$ cat src/rtl/serial_frame_tx.sv
// serial_frame_tx: sends a parallel payload word as one serial frame on the
// 1101-sync serial link. Each frame is SYNC_WORD MSB-first, then the payload
// MSB-first, then GAP_LEN zero guard bits.
// Optional macro SERIAL_TX_PARITY_EN appends one even-parity bit after the
// payload. With it defined, done moves from the last data bit to that bit.
module serial_frame_tx #(
   parameter int unsigned        SYNC_W    = 4,
   parameter logic [SYNC_W-1:0]  SYNC_WORD = 4'b1101,
   parameter int unsigned        DATA_W    = 8,
   parameter int unsigned        GAP_LEN   = 2
) (
   input  logic              sys_clk,
   input  logic              rst,
   input  logic [DATA_W-1:0] din,
   input  logic              din_valid,
   output logic              din_ready,
   output logic              dat_out,
   output logic              sync_out,
   output logic              frame_active,
   output logic              done
);

   localparam logic [7:0] SYNC_LAST = 8'(SYNC_W - 1);
   localparam logic [7:0] DATA_LAST = 8'(DATA_W - 1);
   localparam logic [7:0] GAP_LAST  = 8'(GAP_LEN - 1);

`ifdef SERIAL_TX_PARITY_EN
   typedef enum logic [2:0] {IDLE, SYNC, DATA, PAR, GAP} state_t;
`else
   typedef enum logic [2:0] {IDLE, SYNC, DATA, GAP} state_t;
`endif

   state_t              state, state_nxt;
   logic [7:0]          cnt, cnt_nxt;
   logic [DATA_W-1:0]   data_sr, data_sr_nxt;
   logic [SYNC_W-1:0]   sync_sr, sync_sr_nxt;
   logic                dat_nxt, sync_nxt, active_nxt, done_nxt;
`ifdef SERIAL_TX_PARITY_EN
   logic                par, par_nxt;
`endif

   // Ready only while idle and out of reset.
   assign din_ready = (state == IDLE) && rst;

   // State, counter, shift registers and registered outputs.
   always_ff @(posedge sys_clk or negedge rst) begin
      if (!rst) begin
         state        <= IDLE;
         cnt          <= '0;
         data_sr      <= '0;
         sync_sr      <= '0;
         dat_out      <= 1'b0;
         sync_out     <= 1'b0;
         frame_active <= 1'b0;
         done         <= 1'b0;
`ifdef SERIAL_TX_PARITY_EN
         par          <= 1'b0;
`endif
      end else begin
         state        <= state_nxt;
         cnt          <= cnt_nxt;
         data_sr      <= data_sr_nxt;
         sync_sr      <= sync_sr_nxt;
         dat_out      <= dat_nxt;
         sync_out     <= sync_nxt;
         frame_active <= active_nxt;
         done         <= done_nxt;
`ifdef SERIAL_TX_PARITY_EN
         par          <= par_nxt;
`endif
      end
   end

   // Next state, then the outputs of the cycle being entered. Outputs are
   // derived from the next state so dat_out can stay registered while the
   // first sync bit still appears one cycle after the accept edge.
   always_comb begin
      state_nxt   = state;
      cnt_nxt     = cnt;
      data_sr_nxt = data_sr;
      sync_sr_nxt = sync_sr;
      dat_nxt     = 1'b0;
      sync_nxt    = 1'b0;
      active_nxt  = 1'b0;
      done_nxt    = 1'b0;
`ifdef SERIAL_TX_PARITY_EN
      par_nxt     = par;
`endif

      case (state)
         IDLE: begin
            if (din_valid) begin
               state_nxt   = SYNC;
               cnt_nxt     = '0;
               data_sr_nxt = din;
               sync_sr_nxt = SYNC_WORD;
`ifdef SERIAL_TX_PARITY_EN
               par_nxt     = ^din;
`endif
            end
         end
         SYNC: begin
            if (cnt == SYNC_LAST) begin
               state_nxt = DATA;
               cnt_nxt   = '0;
            end else begin
               cnt_nxt = cnt + 8'd1;
            end
         end
         DATA: begin
            if (cnt == DATA_LAST) begin
`ifdef SERIAL_TX_PARITY_EN
               state_nxt = PAR;
`else
               state_nxt = (GAP_LEN == 0) ? IDLE : GAP;
`endif
               cnt_nxt = '0;
            end else begin
               cnt_nxt = cnt + 8'd1;
            end
         end
`ifdef SERIAL_TX_PARITY_EN
         PAR: begin
            state_nxt = (GAP_LEN == 0) ? IDLE : GAP;
            cnt_nxt   = '0;
         end
`endif
         GAP: begin
            if (cnt == GAP_LAST) begin
               state_nxt = IDLE;
               cnt_nxt   = '0;
            end else begin
               cnt_nxt = cnt + 8'd1;
            end
         end
         default: begin
            state_nxt = IDLE;
            cnt_nxt   = '0;
         end
      endcase

      // Shift registers emit their MSB and move up as each bit is entered.
      case (state_nxt)
         SYNC: begin
            dat_nxt     = sync_sr_nxt[SYNC_W-1];
            sync_sr_nxt = sync_sr_nxt << 1;
            sync_nxt    = 1'b1;
            active_nxt  = 1'b1;
         end
         DATA: begin
            dat_nxt     = data_sr_nxt[DATA_W-1];
            data_sr_nxt = data_sr_nxt << 1;
            active_nxt  = 1'b1;
`ifndef SERIAL_TX_PARITY_EN
            done_nxt    = (cnt_nxt == DATA_LAST);
`endif
         end
`ifdef SERIAL_TX_PARITY_EN
         PAR: begin
            dat_nxt    = par_nxt;
            active_nxt = 1'b1;
            done_nxt   = 1'b1;
         end
`endif
         default: begin
            dat_nxt = 1'b0;
         end
      endcase
   end

endmodule

$ cat config.mk
export PLATFORM = sky130hd
export DESIGN_NAME = serial_frame_tx
export DESIGN_NICKNAME = d
export VERILOG_FILES = /design/src/rtl/serial_frame_tx.sv
export SDC_FILE = /design/constraint.sdc
export NUM_CORES = 1
export LEC_CHECK = 0
export CORE_AREA = 4 4 57 59
export CTS_BUF_LIST = sky130_fd_sc_hd__clkbuf_8
export DETAILED_ROUTE_END_ITERATION = 7
export DIE_AREA = 0 0 61 63
export PLACE_DENSITY = 0.79
export SLEW_MARGIN = 40
export SYNTH_ARGS = -nofsm -noshare
export SYNTH_HDL_FRONTEND = slang
export SYNTH_SLANG_ARGS = --single-unit
$ cat constraint.sdc
create_clock -name sys_clk -period 2.5 [get_ports sys_clk]
set_input_delay 0.25 -clock sys_clk [delete_from_list [all_inputs] [get_ports sys_clk]]
set_output_delay 0.25 -clock sys_clk [all_outputs]
set_load 0.02 [all_outputs]
# ---- Word level (Yosys, flattened, before mapping)
# Index checks and enable logic that the tools add are counted.
dict set report totals {
  elab_cells 41
  regBits 27
  inputBits 11
  output_inout_bits 5
}
dict set report classes {
  mux 20
  n_eq_ne 9
  addsub 1
  n_reduce_logical 3
}
# op n
set op_table {}
lappend op_table {{two-way mux 8 bit} 7}
lappend op_table {{one-hot mux 8 bit (4 select lines)} 1}
lappend op_table {{equality test 8 x 3 -> 1 bit (second input constant)} 2}
lappend op_table {{two-way mux 3 bit} 4}
lappend op_table {{two-way mux 4 bit} 3}
lappend op_table {{one-hot mux 3 bit (4 select lines)} 1}
lappend op_table {{equality test 3 x 2 -> 1 bit (second input constant)} 3}
lappend op_table {{adder 8 x 1 -> 8 bit (second input constant)} 1}
lappend op_table {{equality test 8 x 1 -> 1 bit (second input constant)} 1}
lappend op_table {{equality test 8 x 2 -> 1 bit (second input constant)} 1}
lappend op_table {{equality test 3 x 1 -> 1 bit (second input constant)} 2}
lappend op_table {{zero test 3 bit} 1}
lappend op_table {{two-way mux 1 bit} 3}
lappend op_table {{one-hot mux 1 bit (2 select lines)} 1}
lappend op_table {{OR reduction 2 bit} 1}
lappend op_table {{logical AND 1 bit} 1}

# ---- Longest topological paths before layout
# Gate-level depths: netlist of the first run.
dict set report depth {
  depth_word 6
  ltp_mapped 8
  depth_no_buf 7
}

# ---- Worst setup path after synthesis of the first run
# No wires, ideal clock.
dict set report synth_path {
  path_type {reg2reg}
  start {reg cnt[3]}
  end {reg dat_out}
  n_path_buf 2
  arrival_ns 2.134
  path_slack_ns 0.240
  stages_incl_launch_ff 8
  period_less_slack_ns 2.260
  t_required_ns 2.374
  setup_ns 0.126
  path_cell_list {dfrtp_1 -> or4_1 -> buf_2 -> nor4_4 -> nor3_4 -> and2_1 -> buf_6 -> a221o_1}
}
dict set report synth_via {
  elab_chain_len 5
  elab_cells_between_ends 10
  cone_classes {5 x eq/ne; 5 x mux}
}
# item line_no
set synth_rtl {}
lappend synth_rtl {{from (decl)} 34} ;# logic [7:0] cnt, cnt_nxt;
lappend synth_rtl {{from (signal assigned)} 61} ;# cnt <= cnt_nxt;
lappend synth_rtl {{equality test 8 x 1 -> 1 bit, or another cell as far along} 129} ;# if (cnt == GAP_LAST) begin
lappend synth_rtl {{two-way mux 3 bit, on equally long branches} {129, 103, 111}}
lappend synth_rtl {{one-hot mux 3 bit (4 select lines) *} 90} ;# case (state)
lappend synth_rtl {{equality test 3 x 2 -> 1 bit / equality test 3 x 1 -> 1 bit (equally long branches)} 143} ;# case (state_nxt)
lappend synth_rtl {{one-hot mux 1 bit (2 select lines) *} 143}
lappend synth_rtl {{via dat_nxt} 37} ;# logic dat_nxt, sync_nxt, active_nxt, done_nxt;
lappend synth_rtl {{to (signal assigned)} 64} ;# dat_out <= dat_nxt;
lappend synth_rtl {{to (decl)} 17} ;# output logic dat_out,
# The timed path passes the listed nets; every way through them passes the cells marked *.

# ---- Final worst setup path of the first run
dict set report layout_path {
  start {reg cnt[5]}
  end {reg cnt[4]}
}
dict set report layout_via {
  elab_chain_len 3
  elab_cells_between_ends 7
  cone_classes {3 x eq/ne; 4 x mux}
}
# item line_no
set layout_rtl {}
lappend layout_rtl {{equality test 8 x 1 -> 1 bit, or another cell as far along} 129}
lappend layout_rtl {{two-way mux 8 bit, on equally long branches} {129, 103, 111}}
lappend layout_rtl {{one-hot mux 8 bit (4 select lines) *} 90}
lappend layout_rtl {{via cnt_nxt[4]} 34}
# Marked as above.

==> metrics.txt, run 1 <==
Hold Fails Final Rpt=0; CTS Buffer Depth=2; RSZ-0062 raised after global routing=no; delay-heaviest family, CP=simple AND/OR/NAND/NOR gates; placed inst area=1740 sq um; Post-DRT Antenna Nets=0; row count=19; largest net degree at the start of global routing=28; synthesized area=1540 sq um; initial antenna violation count=0; vias in the first global route=1259; Tmin final=2.32 ns; Layout area overhead=16.5%; ys flop type=dfrtp_1; Detailed Route WL=3.38 mm; setup violators final=0; DRC=0; HP Class=in -> async; status=complete, no violations; EDFF count, synth=0; Worst VDD drop=0.549 mV; YS warnings=0; largest area contributor in the netlist=dfrtp_1; gr usage total=21.0%; Worst-Margin Slew=0.637 ns; detailed placer's ending HPWL=2.41 mm; CP Launch Type=flop; htree depth=1; DR WL/cell=16.0 um; Synth Net Count=176; hold_buf cts=0; clock slew at reported path FFs=0.10 ns; Final Cell Area=1790 sq um; Avg Cell Area, Syn=9.43 sq um; ys async rst share=100%; slew margin rel.=57.3%; routed vias/inst=6.10; CTS tree=built; Slowest cell on crit path=or4_4; antenna cell count=0; Crit Path Max Fanout=7; final worst path period share=92.8%; Crit path buffers/inverters=1; Static Leak=0.740 nW; fillers=226; Crit path arrival time=2.49 ns; die area=3840 sq um; setup TNS=0 ns; core area=2710 sq um; global-route wire length before repair=6.11 mm; boundary pin count=16; clk root buf=clkbuf_8; Initial Util=56.7%; Pre-antenna DRT Iters=4; via count=1287; register area share after synthesis=44.0%; pins over their slew limit=0; share of layout cells above drive strength 1=13.3%; Final #Nets=194; largest stage delay on the critical path=0.55 ns; post-layout util=66.1%; most frequent cells in the layout=nand2_1, dfrtp_1, clkdlybuf4s50_1, o21ai_1; flops & latches, synth=27; Synth Instances=163; Clk Latency, worst-skew pair=0.27 ns; gr ovfl total=0; Placer Congestion=0.856; Post-Place Cells=207; port bufs=15; Reg area=676 sq um; CTS Buf Count=3; crit path kind=reg -> reg; Die Span X=61 um; initial DRC count=111; critical-path cell list=or4_4 > buf_4 > o31ai_1 > nand2_1 > a21o_1 > a22o_1; required time worst endpoint=2.67 ns; fraction of post-synthesis cell area in the top cell type by area=44.0%; clk sink count=27; area of the multi-input gates=801 sq um; Synth cell types=51; max_cap viols=0; Crit. End Element=flop; clk_skew=0.00514 ns; top post-synthesis cells by area=dfrtp_1, nand2_1, a2111oi_4; final std cells w/o fill=211; fmax=431 MHz; PD cells=585 nW/um^2; die height=63 um
==> through the flow <==
stage               total power, mW  hold slack (ns)  worst slack (ns)
finish                         1.05            0.385             0.180
global route                   1.12            0.401            0.0654
CTS                            1.05            0.391            0.0748
detailed placement            0.801            0.493             0.102
global placement              0.785            0.480             0.169
floorplan                     0.703          -0.0456             0.240
==> logic make-up after synthesis <==
family | synth area share (%)
flops | 44.0
buf+inv | 4.23
fa+ha+maj | 1.63
simple gates | 25.3
mux | 2.69
xor+xnor | 1.14
other cells | 0.244
compound gates | 20.8
==> cells in the mapped netlist, drive strengths merged, types with 2 or more instances <==
master	count
nand2	28
dfrtp	27
o21ai	11
nand3	9
a21oi	7
clkbuf	7
nor2	7
o211ai	7
and2	6
nor3	5
buf	4
inv	3
mux2i	3
a2111oi	2
and3	2
ha	2
nor2b	2
nor3b	2
nor4	2
o21a	2
or4	2
==> state kept, by name, indices dropped and copies added (netlist names) <==
name          count
done              1
data_sr           8
frame_active      1
sync_sr           4
dat_out           1
sync_out          1
cnt               8
state             3
==> metal layers <==
layer / vias up / wire [um] / part of all wire (%) / global-route usage, %
met5: - / 0 / 0 / 0
met4: 0 / 55 / 1.6 / 7.32
met3: 8 / 203 / 6.0 / 3.51
met2: 50 / 1630 / 48 / 30.5
met1: 617 / 1490 / 44 / 31.4
li1: 612 / - / - / -
==> layout make-up <==
cell class                      count  area share (%)
Clock buffer                        3            2.31
Clock inverter                      1           0.280
Inverter                            3           0.629
Multi-Input combinational cell    122            44.7
Sequential cell                    27            37.7
Tap cell                           31            2.17
Timing Repair Buffer               24            12.2
==> power breakdown <==
part | switching (mW) | total, mW | internal [mW] | leakage [nW]
clock | 0.138 | 0.250 | 0.112 | 0.0255
sequential | 0.0488 | 0.553 | 0.504 | 0.345
combinational | 0.130 | 0.244 | 0.115 | 0.370
total | 0.317 | 1.05 | 0.730 | 0.740
==> path summary, 6_finish.rpt <==
kind	startpoint	end	slack, ns	cells past startpoint
max in group asynchronous	rst	data_sr[7]	1.85	2
worst max register to register	cnt[5]	cnt[4]	0.18	6
worst min register to register	sync_sr[0]	sync_sr[0]	0.52	2
worst min-delay path	rst	state[0]	0.38	2
worst max-delay path	cnt[5]	cnt[4]	0.18	6
min in group sys_clk	sync_sr[0]	sync_sr[0]	0.52	2
==> what timing repair did <==
action                                  CTS  global route
endpoints found under the hold margin     0             0
setup buffers                             0             0
endpoints found under the setup margin    0            10
gates resized for setup                   0             2
No activity file was read; power rests on OpenSTA's default activity.
==> run 2, diff against run 1 <==
- PLACE_DENSITY: 0.79 -> 0.85
==> run 2 against run 1 <==
Sequential share of layout area rose by 0.079 points. Core utilization fell by 0.14 points. Critical path depth did not move. Register-to-register slack got worse by 0.05 ns. Via count fell by 2.8%. Setup slack got worse by 0.052 ns. Non-clock buffer count fell by 1. Power fell by 1.7%. Hold slack improved by 0.024 ns. Wire length fell by 2.8%. Flip-flop and latch count did not move. Die area did not move. Critical path type unchanged. Largest cell class unchanged. Highest routed layer unchanged.
==> metrics.txt, run 2 (synthesis gave the netlist of run 1 again) <==
status=complete, no violations; PD cells=576 nW/um^2; routed vias/inst=5.96; Detailed Route WL=3.28 mm; Critical R2R Capture=dat_out; global-route wire length before repair=5.50 mm; CP Launch Type=flop; final worst path period share=94.9%; clk sink count=27; via count=1251; initial antenna violation count=0; clk root buf=clkbuf_8; CTS tree=built; required time worst endpoint=2.66 ns; port bufs=15; Static Leak=0.737 nW; Layout area overhead=16.3%; wl on met1=1.41 mm; FF-to-FF Start=cnt[5]; antenna cell count=0; Clk Latency, worst-skew pair=0.27 ns; clk_skew=0.00325 ns; pins over their slew limit=0; gr usage total=18.7%; biggest regs=cnt x8, data_sr x8, sync_sr x4; Crit path arrival time=2.53 ns; post-layout util=65.9%; share of layout cells above drive strength 1=12.8%; max_cap viols=0; Post-DRT Antenna Nets=0; crit path kind=reg -> reg; WL met3=203 um; Reg2Reg Setup Slack=0.13 ns; die area=3840 sq um; largest net degree at the start of global routing=28; Crit. End Element=flop; Pwr Total=1.03 mW; Hold Fails Final Rpt=0; # resized after CTS=0; Placer Congestion=0.901; Die Span X=61 um; Post-CTS Repair Setup Buffers=0; clock slew at reported path FFs=0.09 ns; row count=19; fmax=422 MHz; DP Worst Slack=0.0698 ns; setup TNS=0 ns; core area=2710 sq um; htree depth=1; WHS=0.409 ns; DR WL/cell=15.6 um; DRC=0; setup violators final=0; vias in the first global route=1208; most frequent cells in the layout=nand2_1, dfrtp_1, clkdlybuf4s50_1, o21ai_1, nand3_1; boundary pin count=16; slew margin rel.=62.1%; Tmin final=2.37 ns; die height=63 um; Worst VDD drop=0.558 mV; Worst-Margin Slew=0.569 ns; Critical path origin=cnt[5]; Crit Path Max Fanout=9; Worst Reg-to-Reg Cells=6; detailed placer's ending HPWL=2.40 mm; Final #Nets=193; worst setup margin=0.128 ns; RSZ-0062 raised after global routing=no; gr ovfl total=0; CTS Buf Count=3; Initial Util=56.7%; HP Class=in -> async; hold_buf cts=0; initial DRC count=78; CTS Buffer Depth=2; Pre-antenna DRT Iters=4; met2 WL=1.64 mm; crit path to=dat_out; top sig layer=met4
==> run 2: cell types whose count changed in the layout (fill, tap and decap cells not counted), sizes merged <==
cell / change
buf: -1
==> run 2: area by class of cell <==
type	count	area, sq um
fillers	225	923
clock buffers	3	41.3
well taps	31	38.8
repair buffers	23	210
multi-input cells	122	805
clock inverters	1	5.00
flip-flops and latches	27	676
inverters	3	11.3
==> run 2: metrics by stage <==
stage	instances	cell area, sq um
2_1_floorplan	163	1540
3_3_place_gp	206	1730
3_5_place_dp	206	1730
4_1_cts	210	1780
5_1_grt	210	1790
6_report	210	1790
==> run 2: power by group <==
part	switching, mW	internal [mW]	total, mW
registers	0.0510	0.504	0.555
logic	0.118	0.111	0.228
clock network	0.134	0.112	0.246
total	0.303	0.726	1.03
==> run 2: worst min path at each step <==
stage | from | cells after the start | to
final | rst | 2 | sync_sr[0]
after global routing | rst | 2 | sync_out
after CTS | rst | 2 | state[0]
after detailed placement | sync_sr[2] | 2 | sync_sr[3]
after global placement | sync_sr[0] | 2 | sync_sr[0]
after floorplan | rst | 0 | cnt[0]
==> run 2: layer usage <==
| metal | global-route usage, % | vias up |
|---|---|---|
| li1 | - | 610 |
| met3 | 3.51 | 4 |
| met5 | 0 | - |
| met4 | 5.15 | 0 |
| met2 | 29.7 | 35 |
| met1 | 25.8 | 602 |
==> run 2: critical path, stage by stage (launching register included) <==
cell     delay, ns
dfrtp_1       0.45
or4_1         0.52
buf_4         0.20
o41ai_2       0.29
a21oi_1       0.16
and2_2        0.27
a221o_1       0.37
